### src/rtl/debug_unit.sv
// Host debug front-end: UART command decode, instruction-memory loader, run/step control and PC/instruction report.
// Optional cycle counter in the report is enabled with DEBUG_CYCLE_COUNT_EN.
module debug_unit #(
  parameter int IMEM_ADDR_W = 8
) (
  input  logic                   clk,
  input  logic                   reset,
  input  logic [7:0]             rx_data,
  input  logic                   rx_valid,
  output logic [7:0]             tx_data,
  output logic                   tx_start,
  input  logic                   tx_busy,
  output logic                   imem_we,
  output logic [IMEM_ADDR_W-1:0] imem_addr,
  output logic [31:0]            imem_wdata,
  output logic                   pc_reset_out,
  output logic                   pc_enable_out,
  input  logic [31:0]            pc_addr_in,
  input  logic [31:0]            pc_instr_in,
  input  logic                   halt_in,
  output logic                   busy
);

`ifdef DEBUG_CYCLE_COUNT_EN
  localparam int RPT_BYTES = 12;
`else
  localparam int RPT_BYTES = 8;
`endif
  localparam int RPT_W = RPT_BYTES * 8;

  typedef enum logic [3:0] {
    S_IDLE, S_LOAD_CNT, S_LOAD_BYTE, S_LOAD_WR, S_ACK,
    S_RUN_RST, S_RUN, S_STEP, S_SNAP, S_SEND, S_SEND_WAIT
  } state_t;

  state_t                 r_state;
  logic [8:0]             r_words_left;
  logic [IMEM_ADDR_W-1:0] r_idx;
  logic [1:0]             r_bcnt;
  logic [23:0]            r_shift;
  logic [RPT_W-1:0]       r_rpt;
  logic [3:0]             r_tx_left;

  logic                   w_stop;
  logic [RPT_W-1:0]       w_rpt;

  // halt and host 'H' in the same cycle collapse into one stop
  assign w_stop = halt_in | (rx_valid & (rx_data == 8'h48));
  assign busy   = (r_state != S_IDLE);

`ifdef DEBUG_CYCLE_COUNT_EN
  logic [31:0] r_cycles;

  always_ff @(posedge clk or posedge reset) begin
    if (reset)                                r_cycles <= '0;
    else if (r_state == S_RUN_RST)            r_cycles <= '0;
    else if (pc_enable_out && r_cycles != '1) r_cycles <= r_cycles + 32'd1;
  end

  assign w_rpt = {pc_addr_in, pc_instr_in, r_cycles};
`else
  assign w_rpt = {pc_addr_in, pc_instr_in};
`endif

  always_ff @(posedge clk or posedge reset) begin
    if (reset) begin
      r_state       <= S_IDLE;
      r_words_left  <= '0;
      r_idx         <= '0;
      r_bcnt        <= '0;
      r_shift       <= '0;
      r_rpt         <= '0;
      r_tx_left     <= '0;
      tx_data       <= '0;
      tx_start      <= 1'b0;
      imem_we       <= 1'b0;
      imem_addr     <= '0;
      imem_wdata    <= '0;
      pc_reset_out  <= 1'b0;
      pc_enable_out <= 1'b0;
    end else begin
      tx_start     <= 1'b0;
      imem_we      <= 1'b0;
      pc_reset_out <= 1'b0;
      case (r_state)
        S_IDLE: begin
          if (rx_valid) begin
            case (rx_data)
              8'h4C: r_state <= S_LOAD_CNT;
              8'h43: begin
                r_state      <= S_RUN_RST;
                pc_reset_out <= 1'b1;
              end
              8'h53: begin
                r_state       <= S_STEP;
                pc_enable_out <= 1'b1;
              end
              8'h52: r_state <= S_SNAP;
              default: r_state <= S_IDLE;
            endcase
          end
        end
        S_LOAD_CNT: begin
          if (rx_valid) begin
            r_words_left <= (rx_data == 8'h00) ? 9'd256 : {1'b0, rx_data};
            r_idx        <= '0;
            r_bcnt       <= '0;
            r_state      <= S_LOAD_BYTE;
          end
        end
        S_LOAD_BYTE: begin
          if (rx_valid) begin
            r_shift <= {r_shift[15:0], rx_data};
            r_bcnt  <= r_bcnt + 2'd1;
            if (r_bcnt == 2'd3) begin
              imem_we    <= 1'b1;
              imem_addr  <= r_idx;
              imem_wdata <= {r_shift, rx_data};
              r_state    <= S_LOAD_WR;
            end
          end
        end
        S_LOAD_WR: begin
          r_idx        <= r_idx + 1'b1;
          r_words_left <= r_words_left - 9'd1;
          r_state      <= (r_words_left == 9'd1) ? S_ACK : S_LOAD_BYTE;
        end
        S_ACK: begin
          if (!tx_busy) begin
            tx_start <= 1'b1;
            tx_data  <= 8'h4B;
            r_state  <= S_IDLE;
          end
        end
        S_RUN_RST: begin
          pc_enable_out <= 1'b1;
          r_state       <= S_RUN;
        end
        S_RUN: begin
          if (w_stop) begin
            pc_enable_out <= 1'b0;
            r_state       <= S_SNAP;
          end
        end
        S_STEP: begin
          pc_enable_out <= 1'b0;
          r_state       <= S_SNAP;
        end
        // Issue the first byte straight from the snapshot when the line is free
        S_SNAP: begin
          if (!tx_busy) begin
            tx_start  <= 1'b1;
            tx_data   <= w_rpt[RPT_W-1 -: 8];
            r_rpt     <= {w_rpt[RPT_W-9:0], 8'h00};
            r_tx_left <= 4'(RPT_BYTES - 1);
            r_state   <= S_SEND_WAIT;
          end else begin
            r_rpt     <= w_rpt;
            r_tx_left <= 4'(RPT_BYTES);
            r_state   <= S_SEND;
          end
        end
        S_SEND: begin
          if (!tx_busy) begin
            tx_start  <= 1'b1;
            tx_data   <= r_rpt[RPT_W-1 -: 8];
            r_rpt     <= {r_rpt[RPT_W-9:0], 8'h00};
            r_tx_left <= r_tx_left - 4'd1;
            r_state   <= S_SEND_WAIT;
          end
        end
        // One dead cycle so tx_busy has risen before SEND samples it
        S_SEND_WAIT: r_state <= (r_tx_left == 4'd0) ? S_IDLE : S_SEND;
        default: r_state <= S_IDLE;
      endcase
    end
  end

endmodule

### config.mk
export PLATFORM = sky130hd
export DESIGN_NAME = debug_unit
export DESIGN_NICKNAME = d
export VERILOG_FILES = /design/src/rtl/debug_unit.sv
export SDC_FILE = /design/constraint.sdc
export NUM_CORES = 1
export LEC_CHECK = 0
export BUFFER_PORTS_ARGS = -buffer_cell sky130_fd_sc_hd__buf_2
export CAP_MARGIN = 10
export CORE_MARGIN = 5
export CORE_UTILIZATION = 38
export CTS_BUF_LIST = sky130_fd_sc_hd__clkbuf_8
export CTS_CLUSTER_SIZE = 24
export DETAILED_ROUTE_END_ITERATION = 7
export HOLD_SLACK_MARGIN = 0.12
export PLACE_DENSITY_LB_ADDON = 0.25
export RECOVER_POWER = 100
export SLEW_MARGIN = 0
export SYNTH_ARGS = -nofsm -noshare
export SYNTH_HDL_FRONTEND = slang
export SYNTH_SLANG_ARGS = --single-unit
### constraint.sdc
create_clock -name clk -period 4.37 [get_ports clk]
set_input_delay 0 -clock clk [delete_from_list [all_inputs] [get_ports clk]]
set_output_delay 0 -clock clk [all_outputs]
set_load 0.02 [all_outputs]
==> impl_metrics.env, run 1 <==
export IMPL_crit_path_max_fanout=41
export IMPL_cts_resized_gates=0
export IMPL_antenna_found_initial=0
export IMPL_arrival_ns=3.49
export IMPL_regArea_um2=4179
export IMPL_firstDrtPassIters=5
export IMPL_clock_sinks=167
export IMPL_fp_coreArea_um2=20430
export IMPL_die_w_um=154.6
export IMPL_syn_cell_area_um2=7945
export IMPL_yosysWarnings=0
export IMPL_max_stage_delay_ns=0.98
export IMPL_grt_overflow=0
export IMPL_hold_path_depth=3
export IMPL_clockBufferDepth=2
export IMPL_status="complete, but fails checks"
export IMPL_vdd_ir_drop_max_mv=0.2078
export IMPL_ctsRootBufferMaster="clkbuf_8"
export IMPL_hp_start="tx_busy"
export IMPL_cts_htree_levels=4
export IMPL_syn_avg_cell_area_um2=9.725
export IMPL_hpwl_mm=12.77
export IMPL_synthArstFlopShare=1.000
export IMPL_clk_latency_ns=0.48
export IMPL_path_cells="nor2b_1, and3_1, buf_4, nand2_1, mux2_1"
export IMPL_initial_core_util=0.3889
export IMPL_fin_nets=1086
export IMPL_synth_nets=899
export IMPL_vias=6440
export IMPL_synth_top_area_share=0.5260
export IMPL_critPathKind="reg -> reg"
export IMPL_wl_per_cell_um=15.54
export IMPL_hold_viol=0
export IMPL_avgViaCountPerCell=5.004
export IMPL_critPathLaunchType="flop"
export IMPL_grt_pass1_wl_mm=32.73
export IMPL_fmax_mhz=319.4
export IMPL_area_growth_pct=24.91
export IMPL_startpoint="r_state[1]$_DFFE_PP0P_"
export IMPL_cp_end_kind="flop"
export IMPL_cts_hold_repair_buffers=86
export IMPL_design_area_um2=9925
export IMPL_multi_input_comb_area_um2=3451
export IMPL_cts_tree="built"
export IMPL_postRouteWirelength_mm=20.01
export IMPL_die_area_um2=23900
export IMPL_post_cts_setup_buffer_count=0
export IMPL_diodes=0
export IMPL_synth_top_cells_by_area="dfrtp_1 (53%), nand2_1 (7.8%), mux2i_1 (7.1%)"
export IMPL_ys_seq_area_frac=0.5260
export IMPL_cts_clk_slew_worst_paths_ns=0.11
export IMPL_timing_rr_start="r_state[1]$_DFFE_PP0P_"
export IMPL_final_setup_tns_ns=0
export IMPL_synth_edf_count=0
export IMPL_slowest_stage="nand2_1"
export IMPL_grt_pass1_vias=6377
export IMPL_fin_total_pwr_mw=5.558
export IMPL_ys_flop_type="dfrtp_1"
export IMPL_synth_ff_latch_count=167
export IMPL_rsz0062_at_grt="no"
export IMPL_slew_headroom=-0.5260
export IMPL_postSynthCellCount=817
export IMPL_synth_most_common_cell="dfrtp_1"
export IMPL_rows=52
export IMPL_numCtsBuffers=17
export IMPL_fin_hold_ws_ns=0.1882
export IMPL_io_pin_count=130
export IMPL_fin_crit_ns=3.131
export IMPL_grt_max_degree=168
export IMPL_nFillCells=1976
export IMPL_drtIter0Drc=354
export IMPL_p_leak_nw=4.790
export IMPL_p_per_area_nw_per_um2=560.0
export IMPL_synth_distinct_cells=57
export IMPL_rr_worst_depth=5
export IMPL_drv_cap=4
export IMPL_drtAntennaViolNets=0
export IMPL_die_h_um=154.6
export IMPL_synth_top_cell_by_area="dfrtp_1"
export IMPL_post_route_drc_count=0
export IMPL_violations="max-capacitance violations, max-slew violations"
export IMPL_synthTopCellsByCount="dfrtp_1 (167), nand2_1 (165), o21ai_0 (82)"
export IMPL_final_setup_skew_ns=0.02598
export IMPL_place_congestion=0.7960
export IMPL_worstPathRequired_ns=4.73
export IMPL_max_slew_worst_pin_slew_ns=2.289
export IMPL_port_buffers=129
export IMPL_postPlaceCellArea_um2=8738
export IMPL_hp_class="in -> reg"
export IMPL_drive_gt1_frac=0.1573
export IMPL_grt_util_all_layers=0.1668
export IMPL_final_max_slew_viol_count=352
export IMPL_setup_violations=0
export IMPL_fin_crit_sh=0.7164
==> final cells by class <==
| type | instances | share of cell area |
|---|---|---|
| sequential | 167 | 0.4211 |
| clock inverter | 15 | 0.02030 |
| tap | 270 | 0.03404 |
| inverter | 10 | 0.004160 |
| clock buffer | 17 | 0.02358 |
| multi-input combinational | 588 | 0.3477 |
| timing repair buffer | 220 | 0.1491 |
==> state kept, by name, summed over array words and instances (netlist names), 8 cells and up <==
name	flops
r_idx	8
r_shift	24
imem_addr	8
imem_wdata	32
r_words_left	9
r_rpt	64
tx_data	8
==> metal layers <==
metal  track usage  vias to the layer above  wire, um
met1        0.2251                     3078      9091
li1              -                     3206         -
met2        0.2718                      138      9729
met4       0.04836                        0       250
met3       0.03604                       18       934
met5             0                        -         0
==> worst max-delay path, delay by kind of cell, from the launching register on <==
kind                   cells  cell delay (ns)
muxes                      1             0.69
buffers and inverters      1             0.27
DFF                        1             0.62
and+or+nand+nor            3             1.41
==> logic make-up after synthesis <==
family                     count (synthesis)  share of synthesized area
adders and majority gates                  5                   0.007874
and+or+nand+nor                          291                     0.1583
AOI/OAI and AO/OA                        195                     0.1427
xor gates and xnor gates                   1                   0.001103
muxes                                     96                     0.1272
DFF                                      167                     0.5260
buffers and inverters                     62                    0.03685
==> power by group <==
part	internal (mW)	total [mW]	switching, mW
clock	0.543	1.21	0.670
combinational	0.696	1.67	0.976
sequential	2.22	2.67	0.452
==> cells in the final DEF (no fill, tap or decap), types with 3 or more instances in the layout <==
cell,count
a22oi_1,7
and3_1,4
ha_1,5
nor3_1,7
mux2i_1,56
clkbuf_1,53
dlygate4sd3_1,86
nand3_1,11
o211ai_1,3
or3_1,4
nor2_1,76
inv_8,4
inv_1,9
clkinv_8,3
buf_4,5
buf_2,75
mux2_1,3
nor2b_1,4
inv_6,4
o311ai_0,5
clkbuf_8,17
nand2_1,166
dfrtp_1,167
o21ai_0,84
o22ai_1,4
mux2_2,37
a22o_1,9
a21oi_1,64
==> through the flow <==
stage               setup slack [ns]  cells    util
finish                         1.239   1287  0.4858
floorplan                      2.243    817       -
global route                  0.9376   1287  0.4858
global placement               1.795   1169  0.4277
CTS                            1.756   1287  0.4912
detailed placement             1.767   1169  0.4277
==> worst paths after layout <==
path / to / slack [ns]
min: r_state[3]$_DFFE_PP0P_ / 0.19
max in group asynchronous: tx_data[1]$_DFFE_PP0P_ / 2.03
min in group asynchronous: r_rpt[11]$_DFFE_PP0P_ / 0.93
max: imem_wdata[23]$_DFFE_PP0P_ / 1.24
max reg2reg: imem_wdata[23]$_DFFE_PP0P_ / 1.24
min reg2reg: r_shift[19]$_DFFE_PP0P_ / 0.48
(Power assumes the default switching activity.)
==> run 2: changes to the inputs <==
clock period = 3 ns   (was 4.37 ns; I/O delays follow)
==> run 2 against run 1 <==
Net effect: the flow still finishes with violations (max-capacitance violations, max-slew violations); maximum frequency grew 25%; critical path type unchanged; critical path depth is the same; non-clock buffer count grew 10; die area is the same; clock-buffer cell count is the same; critical endpoint is now pc_reset_out$_DFF_PP0_.
==> impl_metrics.env, run 2 (synthesis results as in run 1) <==
export IMPL_hp_start="rx_valid"
export IMPL_cp_top_family="simple AND/OR/NAND/NOR gates"
export IMPL_numCtsBuffers=17
export IMPL_nFillCells=1971
export IMPL_post_route_drc_count=0
export IMPL_drtIter0Drc=372
export IMPL_vias=6504
export IMPL_cts_htree_levels=4
export IMPL_die_area_um2=23900
export IMPL_final_cell_mix="dfrtp_1 (167), nand2_1 (165), dlygate4sd3_1 (89)"
export IMPL_fp_coreArea_um2=20430
export IMPL_wl_per_cell_um=15.41
export IMPL_io_pin_count=130
export IMPL_path_buf_inv=1
export IMPL_port_buffers=129
export IMPL_grt_max_degree=90
export IMPL_timing_rr_start="r_state[0]$_DFFE_PP0P_"
export IMPL_diodes=0
export IMPL_fin_nets=1096
export IMPL_p_seq_frac=0.489
export IMPL_vdd_ir_drop_max_mv=0.2692
export IMPL_reg2reg_to="pc_reset_out$_DFF_PP0_"
export IMPL_p_per_area_nw_per_um2=795.4
export IMPL_layout_commonest_cell="dfrtp_1"
export IMPL_swShare=0.3778
export IMPL_hold_viol=0
export IMPL_drv_cap=2
export IMPL_status="complete, but fails checks"
export IMPL_worstPathRequired_ns=3.39
export IMPL_die_w_um=154.6
export IMPL_die_h_um=154.6
export IMPL_rr_worst_depth=5
export IMPL_violations="max-capacitance violations, max-slew violations"
export IMPL_arrival_ns=2.90
export IMPL_final_max_slew_viol_count=169
export IMPL_hold_path_depth=5
export IMPL_slowest_stage="or4_1"
export IMPL_hp_class="in -> reg"
export IMPL_clk_latency_ns=0.46
export IMPL_dpl_worst_slack_ns=0.7479
export IMPL_post_cts_setup_buffer_count=0
export IMPL_drtAntennaViolNets=0
export IMPL_critPathKind="reg -> reg"
export IMPL_fin_crit_sh=0.8371
export IMPL_area_growth_pct=25.90
export IMPL_clock_sinks=167
export IMPL_cts_tree="built"
export IMPL_critPathLaunchType="flop"
export IMPL_intPower_mw=4.950
export IMPL_p_leak_nw=4.825
export IMPL_cts_hold_repair_buffers=89
export IMPL_final_setup_tns_ns=0
export IMPL_grt_pass1_vias=6383
export IMPL_hold_path_end="r_shift[11]$_DFFE_PP0P_"
export IMPL_top_register="r_rpt"
export IMPL_regArea_um2=4179
export IMPL_postRouteWirelength_mm=19.98
export IMPL_clockPowerShare=0.204
export IMPL_hpwl_mm=12.85
export IMPL_setup_violations=0
export IMPL_crit_path_max_fanout=17
export IMPL_grt_overflow=0
export IMPL_power_switching_mw=3.006
export IMPL_ctsRootBufferMaster="clkbuf_8"
export IMPL_max_stage_delay_ns=0.73
export IMPL_combinationalPowerShare=0.307
export IMPL_slew_headroom=-0.5087
export IMPL_grt_pass1_wl_mm=32.98
export IMPL_place_congestion=0.7985
export IMPL_cts_resized_gates=0
export IMPL_drive_gt1_frac=0.1626
export IMPL_firstDrtPassIters=5
export IMPL_fmax_mhz=398.2
export IMPL_grt_util_all_layers=0.1688
export IMPL_clockBufferDepth=2
export IMPL_rsz0062_at_grt="no"
export IMPL_antenna_found_initial=0
export IMPL_multi_input_comb_area_um2=3465
export IMPL_initial_core_util=0.3889
export IMPL_avgViaCountPerCell=5.015
export IMPL_fin_crit_ns=2.511
export IMPL_reg_top3="r_rpt (64), imem_wdata (32), r_shift (24)"
export IMPL_final_setup_skew_ns=0.01224
export IMPL_largest_reg_flops=64
export IMPL_cp_end_kind="flop"
export IMPL_final_setup_worst_slack_ns=0.4886
export IMPL_path_cells="or4_1, nor3_4, nand2_1, nor3_1, dlygate4sd3_1"
export IMPL_reg2reg_slack_ns=0.49
export IMPL_rows=52
export IMPL_max_slew_worst_pin_slew_ns=2.263
export IMPL_cts_clk_slew_worst_paths_ns=0.10
run 2: changes by cell type in the layout (fill, tap and decap cells not counted), moves of 2 or more:
cell,delta
clkbuf_2,+4
buf_12,+3
clkinv_4,+3
dlygate4sd3_1,+3
clkbuf_1,+2
clkinv_8,-2
clkinvlp_4,+2
run 2: per-stage QoR:
stage / hold WS, ns / utilization / std cells / total power, mW / area, um2
global route: 0.1838 / 0.4897 / 1297 / 8.578 / 10000
finish: 0.1787 / 0.4897 / 1297 / 7.957 / 10000
detailed placement: 0.1960 / 0.4321 / 1176 / 6.400 / 8828
floorplan: 0.07082 / - / 817 / 5.578 / 7949
global placement: 0.2032 / 0.4321 / 1176 / 6.303 / 8828
CTS: 0.1372 / 0.4952 / 1297 / 8.140 / 10120
run 2: per-layer routing:
metal,track usage,vias to the layer above,share of wire
met4,0.04163,0,0.010
met3,0.03716,14,0.051
met1,0.2318,3107,0.45
met2,0.2737,159,0.49
li1,-,3224,-
met5,0,-,0
run 2: how the worst max path moves through the flow:
stage / startpoint / slack, ns / end / cells past startpoint
2_1_floorplan: reset / 0.87 / imem_addr[0]$_DFFE_PP0P_ / 1
3_3_place_gp: r_state[3]$_DFFE_PP0P_ / 0.84 / r_rpt[3]$_DFFE_PP0P_ / 5
3_5_place_dp: r_state[3]$_DFFE_PP0P_ / 0.75 / r_rpt[1]$_DFFE_PP0P_ / 5
4_1_cts: r_state[0]$_DFFE_PP0P_ / 0.67 / pc_reset_out$_DFF_PP0_ / 5
5_1_grt: reset / 0.24 / tx_data[4]$_DFFE_PP0P_ / 4
6_report: r_state[0]$_DFFE_PP0P_ / 0.49 / pc_reset_out$_DFF_PP0_ / 5
run 2: power groups by stage:
stage | sequential, mW | combinational, mW | clock (mW)
CTS | 3.89 | 2.57 | 1.68
global placement | 3.90 | 2.40 | 0
finish | 3.89 | 2.44 | 1.62
global route | 4.03 | 2.78 | 1.77
floorplan | 4.07 | 1.51 | 0
detailed placement | 3.93 | 2.47 | 0
run 2: layout make-up:
cell class / count / share of cell area
multi-input cells: 588 / 0.3463
clock inverters: 15 / 0.01639
well taps: 270 / 0.03377
flip-flops and latches: 167 / 0.4178
clock buffers: 17 / 0.02339
inverters: 10 / 0.004128
repair buffers: 230 / 0.1582
run 2: tightest hold or removal path, delay by kind of cell:
kind	cells	cell delay, ns
buf+inv	2	0.37
simple gates	3	0.22
